**config.mk**
```make
export PLATFORM = sky130hd
export DESIGN_NAME = register_file
export DESIGN_NICKNAME = d
export VERILOG_FILES = /design/src/rtl/register_file.sv
export SDC_FILE = /design/constraint.sdc
export NUM_CORES = 2
export LEC_CHECK = 0
export CELL_PAD_IN_SITES_DETAIL_PLACEMENT = 1
export CELL_PAD_IN_SITES_GLOBAL_PLACEMENT = 1
export CORE_MARGIN = 2
export CORE_UTILIZATION = 47
export CTS_BUF_LIST = sky130_fd_sc_hd__clkbuf_4 sky130_fd_sc_hd__clkbuf_8
export CTS_CLUSTER_DIAMETER = 200
export DETAILED_ROUTE_END_ITERATION = 6
export GPL_ROUTABILITY_DRIVEN = 0
export PLACE_DENSITY_LB_ADDON = 0.1
export SETUP_SLACK_MARGIN = 0.5
export SYNTH_ARGS = -nofsm -noshare
export SYNTH_HDL_FRONTEND = slang
export SYNTH_SLANG_ARGS = --single-unit
```
**constraint.sdc**
```tcl
create_clock -name clk -period 3.2 [get_ports clk]
set_input_delay 0.64 -clock clk [delete_from_list [all_inputs] [get_ports clk]]
set_output_delay 0.64 -clock clk [all_outputs]
set_load 0.02 [all_outputs]
```
**src/rtl/register_file.sv**
```systemverilog
// ============================================================================
// register_file : 2-read / 1-write register file, register 0 hard-wired to 0
// Optional macro REGFILE_WRITE_BYPASS_EN forwards same-cycle write data.
// Revision: 1.0
// ============================================================================
`default_nettype none

module register_file #(
  parameter int DATA_WIDTH = 32,
  parameter int NUM_REGS   = 32
) (
  input  logic                  clk,
  input  logic                  reset,
  input  logic                  RegWrite,
  input  logic [4:0]            WriteRegister,
  input  logic [DATA_WIDTH-1:0] WriteData,
  input  logic [4:0]            ReadRegister1,
  input  logic [4:0]            ReadRegister2,
  output logic [DATA_WIDTH-1:0] ReadData1,
  output logic [DATA_WIDTH-1:0] ReadData2
);

  logic [DATA_WIDTH-1:0] r_regs [NUM_REGS] = '{default: '0};

  // Per-entry write decode: an unknown address with RegWrite low cannot
  // select any entry, so no register can be disturbed.
  always_ff @(posedge clk) begin
    r_regs[0] <= '0;
    for (int i = 1; i < NUM_REGS; i++) begin
      if (reset) begin
        r_regs[i] <= '0;
      end else if (RegWrite && (WriteRegister == 5'(i))) begin
        r_regs[i] <= WriteData;
      end
    end
  end

  function automatic logic [DATA_WIDTH-1:0] f_stored(input logic [4:0] addr);
    logic [DATA_WIDTH-1:0] v;
    v = '0;
    if ((addr != 5'd0) && (32'(addr) < NUM_REGS)) begin
      v = r_regs[addr];
    end
    return v;
  endfunction

  logic [DATA_WIDTH-1:0] w_stored1;
  logic [DATA_WIDTH-1:0] w_stored2;

  always_comb begin
    w_stored1 = f_stored(ReadRegister1);
    w_stored2 = f_stored(ReadRegister2);
  end

`ifdef REGFILE_WRITE_BYPASS_EN
  logic w_wr_live;
  logic w_byp1;
  logic w_byp2;

  always_comb begin
    w_wr_live = RegWrite && !reset && (WriteRegister != 5'd0);
    w_byp1    = w_wr_live && (ReadRegister1 == WriteRegister);
    w_byp2    = w_wr_live && (ReadRegister2 == WriteRegister);
    ReadData1 = w_byp1 ? WriteData : w_stored1;
    ReadData2 = w_byp2 ? WriteData : w_stored2;
  end
`else
  always_comb begin
    ReadData1 = w_stored1;
    ReadData2 = w_stored2;
  end
`endif

endmodule

`default_nettype wire

```
==> run metrics <==
FFs w/ async S/R, synth 0; max_cap viols 0; gr usage total 0.3822; failing checks setup timing; Die Wd 342.0 um; area of the multi-input gates between 20000 and 25000 um^2; NumNets Final between 4000 and 5000; Top reg by flops r_regs; Slew Viols, Final 0; main flop type after synthesis edfxtp_1; Via density ~6.8; clock root buffer master clkbuf_8; type of origin of the critical path flop; pre-CTS WS -917.3 ps; status finished with violations; grt total ovfl 0; post-synth cell types 42; storage element area 29790 um^2; vias in the first global route 40180; CP Capture Type output pin; Starting Density 0.4753; Worst Hold Class input pin to flop; Setup WS post-layout -349.4 ps; detailed placement HPWL ~140 mm; DR vias a little under 40000; antenna violations before repair 39; Num CTS Buffers 175; Final TNS setup -4002 ps; largest net degree at the start of global routing 36; cell area after layout 66590 um^2; top flop regs r_regs: 992 flops; Placement Rows 123; Final Cycle Share 1.109; IO Count approximately 110; die height 342.0 um; Post-synth EDFFs roughly 990; Post-DP Area between 60000 and 70000 um^2; Pre-Repair DR Iteration Count 5; H-tree Lvls 4; Hold Slack approximately 720 ps; DRT antenna net count 0; number of fill cells in the layout 10500; sequential area share after synthesis 0.5549; syn nets 3769; LEAKAGE approximately 24 nW; Routed WL between 200 and 250 mm; max FFs per register about 990; Arr. time, crit path 2910 ps; CTS tree done; Crit Path Category flop to output pin; PortBufs approximately 110; YS warnings 0; RSZ-0062 raised after global routing true; P per Cell Area approximately 500 nW/um^2; Fmax 281.7 MHz; Placed Cells 5375; clk slew on worst S/H paths 60 ps; Mapped Area approximately 54000 um^2; max_slew headroom 0.2661; layout cell share with drive strength beyond 1 0.3744; area grow syn2layout 24.03%; Max FO, Critical Path 2; CTS max path bufs 3; final hold viol count 0; WL/cell approximately 39 um; fin cells between 5000 and 6000; synthesized instance count 3719; Post-CTS Hold Fix Bufs 0; initial drt markers between 6000 and 7000; Sink Count just under 1000; DRC violations left 0; first-pass GRT wire length 310.0 mm; Avg Synthesized Cell Area 14.44 um^2; Worst-Margin Slew 1097 ps; hold path depth 3; flops & latches, synth a little under 1000; Final setup viols 45; full die area about 120000 um^2; Core ar. approximately 110000 um^2; CP Data Required Time ~2600 ps; min Tclk post-route roughly 3500 ps; VDD IR max between 0.3 and 0.4 mV
## power by group
| part | total (mW) | internal (mW) | leakage, nW | switching (mW) |
|---|---|---|---|---|
| registers | 15.5 | 15.0 | 9.46 | 0.440 |
| logic | 5.49 | 2.48 | 12.6 | 3.01 |
| clock network | 12.1 | 6.53 | 1.82 | 5.59 |
| total | 33.1 | 24.0 | 23.9 | 9.04 |
## stage by stage
step	util	total power, mW
2_1_floorplan	-	18.22
3_3_place_gp	0.5395	20.46
3_5_place_dp	0.5395	20.64
4_1_cts	0.5800	32.80
5_1_grt	0.5891	33.86
6_report	0.5895	33.08
## per-layer routing
layer / up-vias / GRT usage / share of wire
met4: 6 / 0.1796 / 0.050
met3: 608 / 0.1021 / 0.13
met2: 3038 / 0.5847 / 0.45
met5: - / 0 / 0.00014
met1: 20440 / 0.5105 / 0.37
li1: 15060 / - / -
## final timing paths
path,start,slack [ps],to
min,WriteData[15],720,r_regs[4][15]
max,r_regs[19][27],-350,ReadData2[27]
## cells in the mapped netlist (7+ instances only)
cell type  number  area share
buf_4          21      0.0029
clkbuf_1      269       0.019
buf_6          14      0.0029
nand2_1        84      0.0059
o211ai_1       35      0.0049
o32a_1         12      0.0022
o22ai_1        11      0.0013
a211oi_1        7     0.00098
a22oi_1        13      0.0018
a22o_1          8      0.0013
nand3_1         7     0.00065
o21ai_1        31      0.0029
nor2b_1        70      0.0082
nor3_1         51      0.0048
mux4_2        395        0.17
mux2_2        109       0.023
buf_2          69      0.0064
buf_1          26      0.0018
a21oi_1        38      0.0035
or3_1           8     0.00093
mux2i_1       193       0.036
a31oi_1        43      0.0050
nor2_1         71      0.0050
and2_1        995        0.12
o21bai_1       27      0.0038
edfxtp_1      992        0.55
o221ai_1       16      0.0026
a221oi_1       64       0.010
## cell families (layout without fill, tap and decap cells)
family | Yosys count | count (layout) | synth area share
flip-flops | 992 | 992 | 0.5549
buffers and inverters | 405 | 962 | 0.03335
multiplexers | 702 | 702 | 0.2257
AND/OR/NAND/NOR | 1302 | 1302 | 0.1431
AO/OA/AOI/OAI | 318 | 318 | 0.04295
other | 0 | 22 | 0
## layout by cell type, fill, tap and decap left out, drive strengths merged, types with 3 or more instances in the layout
master           n
bufinv           9
or2              3
nor3            51
nand3            7
buf            600
and2           995
o22ai           11
a211o            4
o211ai          35
a211oi           7
nor2            76
a22o             8
a21oi           38
clkinv          64
a221oi          64
or3              8
o21ai           33
mux2           114
nor2b           70
o32a            12
clkdlybuf4s50   39
bufbuf           4
inv              8
edfxtp         992
a31oi           43
nand2b           6
a22oi           13
nand2           84
mux2i          193
diode           22
o21bai          27
clkbuf         235
o221ai          16
mux4           395
## layout make-up
| class | count | share of cell area |
|---|---|---|
| Timing Repair Buffer | 649 | 0.1137 |
| Clock buffer | 230 | 0.04313 |
| Antenna cell | 22 | 0.0008268 |
| Clock inverter | 77 | 0.008531 |
| Sequential cell | 992 | 0.4474 |
| Tap cell | 1500 | 0.02819 |
| Inverter | 6 | 0.0003382 |
| Multi-Input combinational cell | 2322 | 0.3579 |
## critical path: stages, from the launching register on
cell      delay (ps)
edfxtp_1         520
mux4_2           530
mux2_2           280
o211ai_1         310
o21ai_4          210
buf_6            180
## what timing repair did
item                                    4_1_cts  5_1_grt
setup buffers                                29       57
pin swaps                                    44       36
gates resized for setup                     383       84
cloned                                        4        4
endpoints found under the setup margin       64       64
Note: power is estimated with default switching activity, not from simulation.
